===== src/rtl/tdm_mux21.sv =====
// Two-channel round-robin TDM multiplexer with valid/ready on both sides and a registered output stage.
// Optional build macro TDM_MUX_FIXED_PRIO_EN selects strict channel-0 priority instead of round-robin.
module tdm_mux21 #(
  parameter int WIDTH = 8
) (
  input  logic             clk,
  input  logic             rst,
  input  logic [WIDTH-1:0] d0,
  input  logic             v0,
  output logic             r0,
  input  logic [WIDTH-1:0] d1,
  input  logic             v1,
  output logic             r1,
  output logic [WIDTH-1:0] y,
  output logic             s,
  output logic             vld,
  input  logic             rdy
);

  typedef enum logic {
    EMPTY = 1'b0,
    FULL  = 1'b1
  } state_t;

  state_t           state;
  state_t           state_nxt;
  logic             last;
  logic             last_nxt;
  logic [WIDTH-1:0] y_nxt;
  logic             s_nxt;
  logic             ld;
  logic             g0;
  logic             g1;

  // Grant selection; last only matters when both channels request.
  always_comb begin
    g0 = 1'b0;
    g1 = 1'b0;
`ifdef TDM_MUX_FIXED_PRIO_EN
    if (v0) begin
      g0 = 1'b1;
    end else if (v1) begin
      g1 = 1'b1;
    end else begin
      g0 = 1'b0;
      g1 = 1'b0;
    end
`else
    case ({v1, v0})
      2'b01:   g0 = 1'b1;
      2'b10:   g1 = 1'b1;
      2'b11: begin
        if (last) begin
          g0 = 1'b1;
        end else begin
          g1 = 1'b1;
        end
      end
      default: begin
        g0 = 1'b0;
        g1 = 1'b0;
      end
    endcase
`endif
  end

  assign ld  = (state == EMPTY) | rdy;
  assign r0  = ld & g0;
  assign r1  = ld & g1;
  assign vld = (state == FULL);

  // Next-state and next-output word for the single output stage.
  always_comb begin
    state_nxt = state;
    y_nxt     = y;
    s_nxt     = s;
    last_nxt  = last;
    case (state)
      EMPTY, FULL: begin
        if (ld) begin
          if (g0) begin
            state_nxt = FULL;
            y_nxt     = d0;
            s_nxt     = 1'b0;
            last_nxt  = 1'b0;
          end else if (g1) begin
            state_nxt = FULL;
            y_nxt     = d1;
            s_nxt     = 1'b1;
            last_nxt  = 1'b1;
          end else begin
            state_nxt = EMPTY;
          end
        end else begin
          state_nxt = state;
        end
      end
      default: state_nxt = EMPTY;
    endcase
  end

  // State and output registers; last resets to 1 so channel 0 wins first.
  always_ff @(posedge clk) begin
    if (rst) begin
      state <= EMPTY;
      y     <= {WIDTH{1'b0}};
      s     <= 1'b0;
      last  <= 1'b1;
    end else begin
      state <= state_nxt;
      y     <= y_nxt;
      s     <= s_nxt;
      last  <= last_nxt;
    end
  end

endmodule


===== config.mk =====
export PLATFORM = sky130hd
export DESIGN_NAME = tdm_mux21
export DESIGN_NICKNAME = d
export VERILOG_FILES = /design/src/rtl/tdm_mux21.sv
export SDC_FILE = /design/constraint.sdc
export NUM_CORES = 1
export LEC_CHECK = 0
export BUFFER_PORTS_ARGS = -buffer_cell sky130_fd_sc_hd__buf_4
export CAP_MARGIN = 20
export CELL_PAD_IN_SITES_DETAIL_PLACEMENT = 1
export CELL_PAD_IN_SITES_GLOBAL_PLACEMENT = 2
export CORE_AREA = 2 2 55 57
export DETAILED_ROUTE_END_ITERATION = 8
export DIE_AREA = 0 0 57 59
export PLACE_DENSITY_LB_ADDON = 0.1
export RECOVER_POWER = 100
export SYNTH_ARGS = -nofsm -noshare
export SYNTH_HDL_FRONTEND = slang
export SYNTH_SLANG_ARGS = --single-unit

===== constraint.sdc =====
create_clock -name clk -period 1.4 [get_ports clk]
set_clock_uncertainty 0.15 [all_clocks]
set_input_delay 0.07 -clock clk [delete_from_list [all_inputs] [get_ports clk]]
set_output_delay 0.07 -clock clk [all_outputs]
set_load 0.03 [all_outputs]

==> results of run 1 <==
==> kinds of logic after synthesis <==
family	count (synthesis)	share of synthesized area, %
AO/OA/AOI/OAI	28	32.0
buffers and inverters	10	9.62
flip-flops	11	39.4
AND/OR/NAND/NOR	20	19.0
==> layer usage <==
layer  track usage (%)  up-vias  share of wire [%]
met1              18.1      337                 47
met3              2.18        2                3.9
met5                 0        -                  0
li1                  -      364                  -
met4              7.97        0                1.6
met2              19.5       21                 47
==> cell usage after synthesis (all sizes together) (2+ instances only) <==
cell type / instances / area share [%]
a21oi: 9 / 8.1
nand2: 2 / 1.3
buf: 3 / 4.9
o21ai: 10 / 8.9
inv: 3 / 2.0
nand3: 9 / 8.1
a311oi: 8 / 14
dfxtp: 11 / 39
clkbuf: 4 / 2.7
nor2b: 2 / 2.2
nor2: 2 / 1.3
==> what timing repair did <==
item                                    CTS  global route
endpoints found under the setup margin    2             2
buffers inserted                          0             2
hold buffers                             19             0
gates resized for setup                   7             4
endpoints found under the hold margin    11             0
pin swaps                                 0             1
==> cell type report <==
class	instances	area, µm²	area share (%)
Clock buffer	4	26.3	2.46
Inverter	3	11.3	1.06
Multi-Input combinational cell	48	318	29.8
Sequential cell	11	225	21.1
Tap cell	31	38.8	3.64
Timing Repair Buffer	58	447	41.9
==> power breakdown <==
part | internal, mW | leakage [nW] | switching (mW)
sequential | 0.342 | 0.0918 | 0.0189
clock | 0.110 | 0.0150 | 0.109
combinational | 0.144 | 0.346 | 0.162
total | 0.596 | 0.453 | 0.290
==> sequential cells by signal, summed over array words and instances, names as in the netlist <==
| name | count |
|---|---|
| y | 8 |
| last | 1 |
| s | 1 |
| vld | 1 |
==> cell usage in the layout, fill, tap and decap left out, types with 2 or more instances in the layout <==
cell	netlist	final
a21oi_1	9	9
nand3_1	9	8
clkbuf_4	0	3
nand2_1	2	2
clkbuf_1	4	11
buf_4	0	27
inv_1	3	3
o21ai_0	10	10
dlygate4sd3_1	0	19
nor2_1	2	2
a311oi_1	7	7
dfxtp_1	11	9
nor2b_4	0	2
==> stage by stage <==
step / setup WS, ns / hold slack (ns) / total power, mW / cell area, µm² / utilization, %
2_1_floorplan: 0.0458 / -0.00786 / 0.520 / 564 / -
3_3_place_gp: 0.0980 / 0.199 / 0.639 / 838 / 30.9
3_5_place_dp: 0.0767 / 0.199 / 0.639 / 838 / 30.9
4_1_cts: 0.00825 / -0.0250 / 0.911 / 1070 / 39.7
5_1_grt: 0.0166 / 0.00306 / 0.957 / 1070 / 39.3
6_report: 0.0832 / -0.0240 / 0.887 / 1070 / 39.3
==> critical path: cells and delay by family (launching register included) <==
family | cells | cell delay (ns)
buffers and inverters | 2 | 0.31
and+or+nand+nor | 2 | 0.16
DFF | 1 | 0.36
==> how the worst max path moves through the flow <==
stage               from   end  slack [ns]
global route        last    r0        0.02
floorplan            vld  y[2]        0.05
detailed placement  last  y[5]        0.08
CTS                 last    r0       0.008
finish              last    r0        0.08
global placement    last  y[5]         0.1
==> out/qor.yml, run 1 <==
status:
  status: "finished with violations"
  violations: "negative hold slack"
die:
  dieArea_um2: 3360
  dieHeight_um: 59
  row_count: 19
  coreArea_um2: 2710
  die_w_um: 57
  io_pins: 33
  start_util_pct: 20.6
final_layout:
  nets: 146
  syn2layout_area_growth_pct: 90.6
  antenna_cells: 0
  nFillCells: 344
  layout-drive-gt1-share_pct: 33.1
  layout.cells.non_filler: 155
pwr:
  power_leakage_nw: 0.453
  ir_drop_mv: 0.441
  p_per_area_nw_per_um2: 832
critical_path:
  crit_fanout: 6
  criticalPathCategory: "register to output pin"
  cp_cell_sequence: "nor2b_4 > buf_6 > nor3_2 > buf_4"
  cp-start-kind: "register"
  regToRegStartpoint: "last"
  rr_worst_depth: 3
  cp-end-kind: "output pin"
  r2r-end: "y[5]"
  crit_required_ns: 1.18
  cp.arrival_ns: 1.10
  ff2ff_setup_slack_ns: 0.11
  cpPeakStageDelay_ns: 0.36
  crit_slowest_cell: "dfxtp_4"
logic_synthesis:
  yosysWarnings: 0
  yosys_register_bits: 11
  synth_area_per_cell_um2: 8.11
  syn_area_um2: 559
  synthArstFlopShare_pct: 0
  ys_seq_area_share_pct: 39.4
  synth.net_count: 90
  synth_flop_cell: "dfxtp_1"
  synth_edf_count: 0
  synthCells: 69
  synth_cell_types: 19
route:
  drt_pass1_iterations: 4
  drt_iter0_markers: 9
  route.detailed.drc: 0
  ant_nets: 0
  wirelength_um: 2170
  wl_per_cell_um: 14.0
  vias_per_cell: 4.67
  routed-via-count: 724
clock_tree:
  cts_root_buf: "clkbuf_4"
  cts_sinks: 11
  htree_levels: 1
  clkTransAtPathRegs_ns: 0.07
  tritoncts: "done"
  clk_latency_ns: 0.26
  cts_buffers: 3
  cts_max_path_buffers: 2
global_routing:
  grt-ovfl-total: 0
  grt_antenna_before_repair: 0
  grt_pass1_wl_um: 3310
  grt_use_total_pct: 13.2
  grt_start_max_net_pins: 12
  grt_pass1_vias: 703
min_path:
  worstHoldPathType: "primary input to register"
  hold_start: "rdy"
  hold_depth: 4
  hold_end: "vld"
timing:
  period_needed_ns: 1.32
  grt_setup_unrepaired: "false"
  slew_violations: 0
  slew_headroom_pct: 75.2
  whs_ns: -0.0240
  setup_tns_ns: 0
  worstMarginPinSlew_ns: 0.374
  hold_viol_final: 1
  period_share_pct: 94.1
  max_clock_freq_mhz: 759
  setup_violations: 0
placement:
  routabilityCongestion: 0.702
  place_inst: 130
  numPortBuffers: 32
  hpwl_um: 1520
flow_run:
  drv_cap: 0
No activity file was read; power rests on OpenSTA's default activity.
==> inputs of run 2 (changes only) <==
--- a/config.mk
+++ b/config.mk
@@ -10,6 +10,7 @@
 export CELL_PAD_IN_SITES_DETAIL_PLACEMENT = 1
 export CELL_PAD_IN_SITES_GLOBAL_PLACEMENT = 2
 export CORE_AREA = 2 2 55 57
+export CTS_BUF_LIST = sky130_fd_sc_hd__clkbuf_16
 export DETAILED_ROUTE_END_ITERATION = 8
 export DIE_AREA = 0 0 57 59
 export PLACE_DENSITY_LB_ADDON = 0.1
==> run 2 against run 1 <==
The flow still finishes with violations (negative hold slack). Largest cell class unchanged. Hold slack gained 0.020 ns. Setup slack lost 0.016 ns. Maximum frequency decreased by 1.2%. Sequential share of layout area is 1.6 points higher. Clock-buffer cell count is 1 lower.
==> out/qor.yml, run 2 (synthesis gave the netlist of run 1 again) <==
die:
  dieHeight_um: 59  # unchanged
  start_util_pct: 20.6  # unchanged
  die_w_um: 57  # unchanged
  coreArea_um2: 2710  # unchanged
  io_pins: 33  # unchanged
  dieArea_um2: 3360  # unchanged
  row_count: 19  # unchanged
final_layout:
  final_cell_mix: "buf_4 (27), o21ai_0 (10), clkbuf_1 (10)"  # was buf_4 (27), dlygate4sd3_1 (19), clkbuf_1 (11)
  regMostFlops: "y"  # unchanged
  layout_commonest_cell: "buf_4"  # unchanged
  largest_reg_flops: 8  # unchanged
  layout-drive-gt1-share_pct: 34.5  # was 33.1%
  antenna_cells: 0  # unchanged
  fin_util_pct: 36.6  # was 39.3%
  nets: 135  # was 146
  syn2layout_area_growth_pct: 77.4  # was 90.6%
min_path:
  hold_start: "v1"  # was rdy
  worstHoldPathType: "primary input to register"  # unchanged
clock_tree:
  cts_root_buf: "clkbuf_16"  # was clkbuf_4
  cts_sinks: 11  # unchanged
  tritoncts: "done"  # unchanged
  cts_buffers: 3  # unchanged
  clkTransAtPathRegs_ns: 0.04  # was 0.07 ns
  clk_latency_ns: 0.24  # was 0.26 ns
  htree_levels: 1  # unchanged
  cts_max_path_buffers: 2  # unchanged
critical_path:
  cp-start-kind: "register"  # unchanged
  regToRegStartpoint: "last"  # unchanged
  criticalPathCategory: "register to output pin"  # unchanged
  crit_required_ns: 1.18  # about the same
  cp-end-kind: "output pin"  # unchanged
  worstSetupStartpoint: "last"  # unchanged
  cp.arrival_ns: 1.11  # was 1.10 ns
  crit_fanout: 6  # unchanged
pwr:
  ir_drop_mv: 0.599  # was 0.441 mV
  p_per_area_nw_per_um2: 1160  # was 832 nW/µm²
  p_sw_share_pct: 27.0  # was 32.7%
  p_seq_share_pct: 31.6  # was 40.7%
  combPwrFrac_pct: 23.7  # was 34.6%
  power_leakage_nw: 0.424  # was 0.453 nW
  p_switching_uw: 310  # was 290 µW
  internal_power_uw: 838  # was 596 µW
  power.clock.fraction_pct: 44.7  # was 24.7%
global_routing:
  grt_antenna_before_repair: 0  # unchanged
  grt_pass1_wl_um: 3190  # was 3310 µm
  grt-ovfl-total: 0  # unchanged
  grt_use_total_pct: 12.8  # was 13.2%
  grt_pass1_vias: 701  # was 703
  grt_start_max_net_pins: 12  # unchanged
timing:
  period_needed_ns: 1.33  # was 1.32 ns
  setup_tns_ns: 0  # unchanged
  grt_setup_unrepaired: "false"  # unchanged
  slew_headroom_pct: 75.5  # was 75.2%
  period_share_pct: 95.2  # was 94.1%
  setup_violations: 0  # unchanged
  whs_ns: -0.00404  # was -0.0240 ns
  slew_violations: 0  # unchanged
  worstMarginPinSlew_ns: 0.367  # was 0.374 ns
  hold_viol_final: 2  # was 1
  max_clock_freq_mhz: 750  # was 759 MHz
placement:
  hpwl_um: 1520  # unchanged
  routabilityCongestion: 0.702  # unchanged
  numPortBuffers: 32  # unchanged
route:
  ant_nets: 0  # unchanged
  routed-via-count: 683  # was 724
  drt_iter0_markers: 17  # was 9
  drt_pass1_iterations: 4  # unchanged
  route.detailed.drc: 0  # unchanged
  wirelength_um: 2070  # was 2170 µm
  vias_per_cell: 4.74  # was 4.67
  wl_per_cell_um: 14.3  # was 14.0 µm
status:
  status: "finished with violations"  # unchanged
  violations: "negative hold slack"  # unchanged
flow_run:
  drv_cap: 0  # unchanged
==> run 2: area by class of cell <==
class / instances / area (µm²)
Clock buffer: 3 / 75.1
Clock inverter: 1 / 3.75
Fill cell: 335 / 1720
Inverter: 3 / 11.3
Multi-Input combinational cell: 48 / 303
Sequential cell: 11 / 225
Tap cell: 31 / 38.8
Timing Repair Buffer: 47 / 335
==> run 2: layer usage <==
metal  global-route usage (%)  share of wire [%]
met1                     16.9                 47
met2                     19.5                 47
met3                     2.18                4.6
met4                     7.97                1.6
met5                        0                  0
==> run 2: worst paths after layout <==
path	cells past startpoint	endpoint	slack [ns]
max reg2reg	4	y[5]	0.13
max	4	r0	0.07
min reg2reg	2	s	0.33
min	3	s	-0.004
==> run 2: what timing repair did <==
| action | 4_1_cts | 5_1_grt |
|---|---|---|
| hold endpoints to repair | 10 | 1 |
| resized for setup | 5 | 2 |
| setup buffers | 0 | 1 |
| hold buffers | 8 | 1 |
| endpoints found under the setup margin | 2 | 2 |
==> run 2: critical path, stage by stage (launching register included) <==
cell and delay, ns:
dfxtp_4 0.35, nor2b_2 0.05, buf_4 0.16, nor3_2 0.14, buf_4 0.18
==> run 2: through the flow <==
step	hold WS [ns]	setup slack (ns)	instances	instance area (µm²)	total power, mW
finish	-0.00404	0.0673	144	992	1.15
global route	0.0182	0.00940	144	992	1.22
CTS	0.000234	0.0301	142	1010	1.18
detailed placement	0.199	0.0767	130	838	0.639
global placement	0.199	0.0980	130	838	0.639
floorplan	-0.00786	0.0458	69	564	0.520
==> run 2: power by group through the flow <==
stage,sequential (mW),clock (mW),combinational [mW]
2_1_floorplan,0.415,0,0.105
3_3_place_gp,0.366,0,0.274
3_5_place_dp,0.367,0,0.272
4_1_cts,0.364,0.524,0.293
5_1_grt,0.366,0.554,0.297
6_report,0.362,0.512,0.272
